==> src/rtl/apb_master.sv <==
// APB requester: turns a valid/ready command stream into APB SETUP/ACCESS transfers
// and returns a one-cycle response pulse. Optional ACCESS timeout via `APB_TIMEOUT_EN.
module apb_master #(
  parameter int ADDR_W         = 8,
  parameter int DATA_W         = 8,
  parameter int TIMEOUT_CYCLES = 16
) (
  input  logic              pclk,
  input  logic              preset,
  input  logic              cmd_valid,
  output logic              cmd_ready,
  input  logic              cmd_write,
  input  logic [ADDR_W-1:0] cmd_addr,
  input  logic [DATA_W-1:0] cmd_wdata,
  output logic              rsp_valid,
  output logic [DATA_W-1:0] rsp_rdata,
  output logic              rsp_err,
  output logic              rsp_timeout,
  output logic              busy,
  output logic              psel,
  output logic              penable,
  output logic              pwrite,
  output logic [ADDR_W-1:0] paddr,
  output logic [DATA_W-1:0] pwdata,
  input  logic [DATA_W-1:0] prdata,
  input  logic              pready,
  input  logic              pslverr
);

  typedef enum logic [1:0] {
    S_IDLE   = 2'd0,
    S_SETUP  = 2'd1,
    S_ACCESS = 2'd2
  } state_t;

  state_t              state_q, state_d;
  logic                cmd_ready_q, cmd_ready_d;
  logic                busy_q, busy_d;
  logic                psel_q, psel_d;
  logic                penable_q, penable_d;
  logic                pwrite_q, pwrite_d;
  logic [ADDR_W-1:0]   paddr_q, paddr_d;
  logic [DATA_W-1:0]   pwdata_q, pwdata_d;
  logic                rsp_valid_q, rsp_valid_d;
  logic [DATA_W-1:0]   rsp_rdata_q, rsp_rdata_d;
  logic                rsp_err_q, rsp_err_d;
  logic                rsp_timeout_q, rsp_timeout_d;

`ifdef APB_TIMEOUT_EN
  localparam int CNT_W = $clog2(TIMEOUT_CYCLES + 1);
  localparam logic [CNT_W-1:0] CNT_LAST = CNT_W'(TIMEOUT_CYCLES - 1);
  logic [CNT_W-1:0]    cnt_q, cnt_d;
`endif

  // State register and registered outputs
  always_ff @(posedge pclk) begin
    if (preset) begin
      state_q       <= S_IDLE;
      cmd_ready_q   <= 1'b1;
      busy_q        <= 1'b0;
      psel_q        <= 1'b0;
      penable_q     <= 1'b0;
      pwrite_q      <= 1'b0;
      paddr_q       <= '0;
      pwdata_q      <= '0;
      rsp_valid_q   <= 1'b0;
      rsp_rdata_q   <= '0;
      rsp_err_q     <= 1'b0;
      rsp_timeout_q <= 1'b0;
`ifdef APB_TIMEOUT_EN
      cnt_q         <= '0;
`endif
    end else begin
      state_q       <= state_d;
      cmd_ready_q   <= cmd_ready_d;
      busy_q        <= busy_d;
      psel_q        <= psel_d;
      penable_q     <= penable_d;
      pwrite_q      <= pwrite_d;
      paddr_q       <= paddr_d;
      pwdata_q      <= pwdata_d;
      rsp_valid_q   <= rsp_valid_d;
      rsp_rdata_q   <= rsp_rdata_d;
      rsp_err_q     <= rsp_err_d;
      rsp_timeout_q <= rsp_timeout_d;
`ifdef APB_TIMEOUT_EN
      cnt_q         <= cnt_d;
`endif
    end
  end

  // Next-state and next-output logic; response fields default to 0 so they pulse for one cycle
  always_comb begin
    state_d       = state_q;
    psel_d        = psel_q;
    penable_d     = penable_q;
    pwrite_d      = pwrite_q;
    paddr_d       = paddr_q;
    pwdata_d      = pwdata_q;
    rsp_valid_d   = 1'b0;
    rsp_rdata_d   = '0;
    rsp_err_d     = 1'b0;
    rsp_timeout_d = 1'b0;
`ifdef APB_TIMEOUT_EN
    cnt_d         = cnt_q;
`endif

    case (state_q)
      S_IDLE: begin
        if (cmd_valid) begin
          state_d   = S_SETUP;
          psel_d    = 1'b1;
          penable_d = 1'b0;
          pwrite_d  = cmd_write;
          paddr_d   = cmd_addr;
          pwdata_d  = cmd_write ? cmd_wdata : '0;
`ifdef APB_TIMEOUT_EN
          cnt_d     = '0;
`endif
        end else begin
          state_d = S_IDLE;
        end
      end
      S_SETUP: begin
        state_d   = S_ACCESS;
        penable_d = 1'b1;
      end
      S_ACCESS: begin
        if (pready) begin
          state_d     = S_IDLE;
          psel_d      = 1'b0;
          penable_d   = 1'b0;
          rsp_valid_d = 1'b1;
          rsp_err_d   = pslverr;
          rsp_rdata_d = pwrite_q ? '0 : prdata;
        end
`ifdef APB_TIMEOUT_EN
        // Last permitted wait cycle with pready still low: abort
        else if (cnt_q == CNT_LAST) begin
          state_d       = S_IDLE;
          psel_d        = 1'b0;
          penable_d     = 1'b0;
          rsp_valid_d   = 1'b1;
          rsp_err_d     = 1'b1;
          rsp_timeout_d = 1'b1;
        end else begin
          cnt_d = cnt_q + CNT_W'(1);
        end
`else
        else begin
          state_d = S_ACCESS;
        end
`endif
      end
      default: begin
        state_d   = S_IDLE;
        psel_d    = 1'b0;
        penable_d = 1'b0;
      end
    endcase

    cmd_ready_d = (state_d == S_IDLE);
    busy_d      = (state_d != S_IDLE);
  end

  assign cmd_ready   = cmd_ready_q;
  assign busy        = busy_q;
  assign psel        = psel_q;
  assign penable     = penable_q;
  assign pwrite      = pwrite_q;
  assign paddr       = paddr_q;
  assign pwdata      = pwdata_q;
  assign rsp_valid   = rsp_valid_q;
  assign rsp_rdata   = rsp_rdata_q;
  assign rsp_err     = rsp_err_q;
  assign rsp_timeout = rsp_timeout_q;

endmodule

==> config.mk <==
export PLATFORM = sky130hd
export DESIGN_NAME = apb_master
export DESIGN_NICKNAME = d
export VERILOG_FILES = /design/src/rtl/apb_master.sv
export SDC_FILE = /design/constraint.sdc
export NUM_CORES = 1
export LEC_CHECK = 0
export CAP_MARGIN = 40
export CORE_MARGIN = 10
export CORE_UTILIZATION = 40
export CTS_CLUSTER_DIAMETER = 40
export CTS_CLUSTER_SIZE = 30
export DETAILED_ROUTE_END_ITERATION = 7
export HOLD_SLACK_MARGIN = 0.03
export PLACE_DENSITY = 0.79
export SETUP_SLACK_MARGIN = 0.1
export SLEW_MARGIN = 40
export SYNTH_ARGS = -nofsm -noshare
export SYNTH_HDL_FRONTEND = slang
export SYNTH_SLANG_ARGS = --single-unit
==> constraint.sdc <==
create_clock -name pclk -period 1.55 [get_ports pclk]
set_clock_uncertainty 0.15 [all_clocks]
set_input_delay 0.31 -clock pclk [delete_from_list [all_inputs] [get_ports pclk]]
set_output_delay 0.31 -clock pclk [all_outputs]
set_load 0.02 [all_outputs]
==> results.txt <==
buffer count from post-CTS setup fixing = 0
CTS tree = done
Avg Vias per Cell = 4.56
DIE AREA = 0.00594 mm2
most frequent cell after synthesis = dfxtp_1
Clock Sinks = 33
WP data required = 1.61 ns
fin nets = 214
Cell variety after synth = 24
Synth Warn # = 0
Mapped Nets = 151
DR WL/cell = 14.2 um
final hold slack = 0.325 ns
die height = 77.1 um
outcome = completed
largest net degree at the start of global routing = 23
Hold-fix buffers, CTS = 0
number of I/O pins = 62
Post-Syn Instances = 121
top-area cell type share of the netlist area = 50.7%
flop and latch count out of synthesis = 33
initial core utilization = 42.3%
DP HPWL = 2610 um
leading register cell type out of synthesis = dfxtp_1
EDFF count, synth = 0
Root Driver = clkbuf_4
Setup Crit Path Kind = input port to register
Critical Path Source Type = input port
Worst Path Max Fanout = 4
count of input and output buffers = 60
fin crit period = 1.44 ns
core box area = 0.00308 mm2
Max Root-Sink Buffers = 2
RSZ-0062 raised after global routing = true
Synth-to-Final Area Change = 49.9%
Fmax achieved = 0.692 GHz
register area share after synthesis = 50.7%
period utilization = 93.2%
Final Hold Viols = 0
Hold WC Path Type = register to register
clock transition at the registers of the reported paths = 0.09 ns
grt total ovfl = 0
total negative slack = 0 ns
chip width = 77.1 um
Inst Count DP = 221
WP data arrival = 1.51 ns
Post-Layout Cell Count = 229
FP Rows = 20
max cap viols = 0
final core utilization = 63.4%
initial antenna violation count = 0
critical path endpoint category = register
via count = 1044
total CTS buffers = 5
Starting DRT DRC Count = 16
Leakage = 0.792 nW
GRT Overall Usage = 11.1%
Final Max Tran Viols = 0
clock insertion delay at the later pin of the skew report = 0.31 ns
GP Congestion = 0.737
Syn Area/Cell = 10.8 um2
H-tree levels = 2
synthesized cell area = 0.00130 mm2
drt pass-1 iters = 4
Max IR drop VDD = 524 uV
top cells by count, synth = dfxtp_1 (33), nand2b_1 (26), mux2i_1 (17)
WL final = 3240 um
post-synth top area cell = dfxtp_1
Setup Viol. Count Final = 0
Antenna Nets Post-Route = 0
Post-synth ARST share = 0%
share of layout cells above drive strength 1 = 20.5%
ranking of synthesized cells by area = dfxtp_1 (51%), mux2i_1 (13%), nand2b_1 (12%), nand3b_1 (4.6%), nor3b_1 (4.6%)
PD cells = 850 mW/mm2
Antenna diodes = 0
vias in the first global route = 1095
global-route wire length before repair = 5330 um
# DRC = 0
critical path, stage by stage:
cell,delay (ns)
clkdlybuf4s50_1,0.50
or3b_2,0.50
a31o_1,0.19
layout make-up:
| class | instances | area, um2 |
|---|---|---|
| Fill cell | 285 | 1130 |
| Sequential cell | 33 | 661 |
| Timing Repair Buffer | 66 | 591 |
| Tap cell | 44 | 55.1 |
| Clock buffer | 6 | 41.3 |
| Multi-Input combinational cell | 76 | 587 |
| Clock inverter | 2 | 10.0 |
| Inverter | 2 | 7.51 |
per-stage QoR:
stage	power (mW)	worst slack (ns)	area, um2
floorplan	1.10	0.284	1300
global placement	1.27	-0.191	1970
detailed placement	1.28	-0.215	1970
CTS	1.71	0.0523	2020
global route	1.77	0.0472	1950
finish	1.66	0.106	1950
kinds of logic after synthesis:
| kind of cell | share of synthesized area (%) |
|---|---|
| multiplexers | 13.1 |
| AND/OR/NAND/NOR | 28.1 |
| AO/OA/AOI/OAI | 3.07 |
| buffers and inverters | 4.71 |
| other | 0.288 |
| flip-flops | 50.7 |
final timing paths:
path,startpoint,endpoint,slack [ns],cells past startpoint
max,cmd_valid,cmd_ready$_SDFF_PP1_,0.11,3
min reg2reg,paddr[4]$_SDFFE_PP0P_,paddr[4]$_SDFFE_PP0P_,0.33,2
min,paddr[4]$_SDFFE_PP0P_,paddr[4]$_SDFFE_PP0P_,0.33,2
max reg2reg,state_q[1]$_SDFF_PP0_,cmd_ready$_SDFF_PP1_,0.18,2
cell usage in the layout, fill, tap and decap left out:
| cell type | n |
|---|---|
| or3b_1 | 1 |
| nor2_1 | 2 |
| clkbuf_2 | 7 |
| conb_1 | 1 |
| clkbuf_1 | 1 |
| mux2i_1 | 17 |
| clkinv_2 | 2 |
| buf_2 | 8 |
| nor3b_4 | 1 |
| inv_1 | 2 |
| dfxtp_1 | 33 |
| nand2b_1 | 26 |
| o21ai_0 | 1 |
| a31o_1 | 1 |
| clkbuf_4 | 5 |
| a21oi_1 | 1 |
| a31oi_1 | 2 |
| clkdlybuf4s15_1 | 10 |
| clkdlybuf4s15_2 | 6 |
| nor2b_1 | 1 |
| nor3b_1 | 8 |
| buf_12 | 1 |
| clkdlybuf4s50_1 | 29 |
| or3b_2 | 2 |
| or2b_2 | 1 |
| o2bb2ai_1 | 1 |
| buf_4 | 5 |
| nand4bb_1 | 2 |
| nand3b_1 | 8 |
metal layers:
layer	vias to the layer above	wire length [um]	global-route usage, %
li1	530	-	-
met1	468	1330	11.2
met2	41	1650	19.4
met3	5	207	4.43
met4	0	53	5.47
met5	-	0	0
sequential cells by signal, indices dropped and copies added, names as in the netlist, 2 cells and up:
signal	count
paddr	8
pwdata	8
rsp_rdata	8
state_q	2
where the power goes:
group / total (mW) / switching [mW] / internal (mW)
combinational: 0.320 / 0.142 / 0.178
clock: 0.426 / 0.253 / 0.173
sequential: 0.912 / 0.0235 / 0.889
repair_timing:
item / in CTS / in global routing
cloned: 0 / 0
pin swaps: 0 / 0
endpoints found under the setup margin: 31 / 25
gates resized for setup: 64 / 27
No activity file was read; power rests on OpenSTA's default activity.
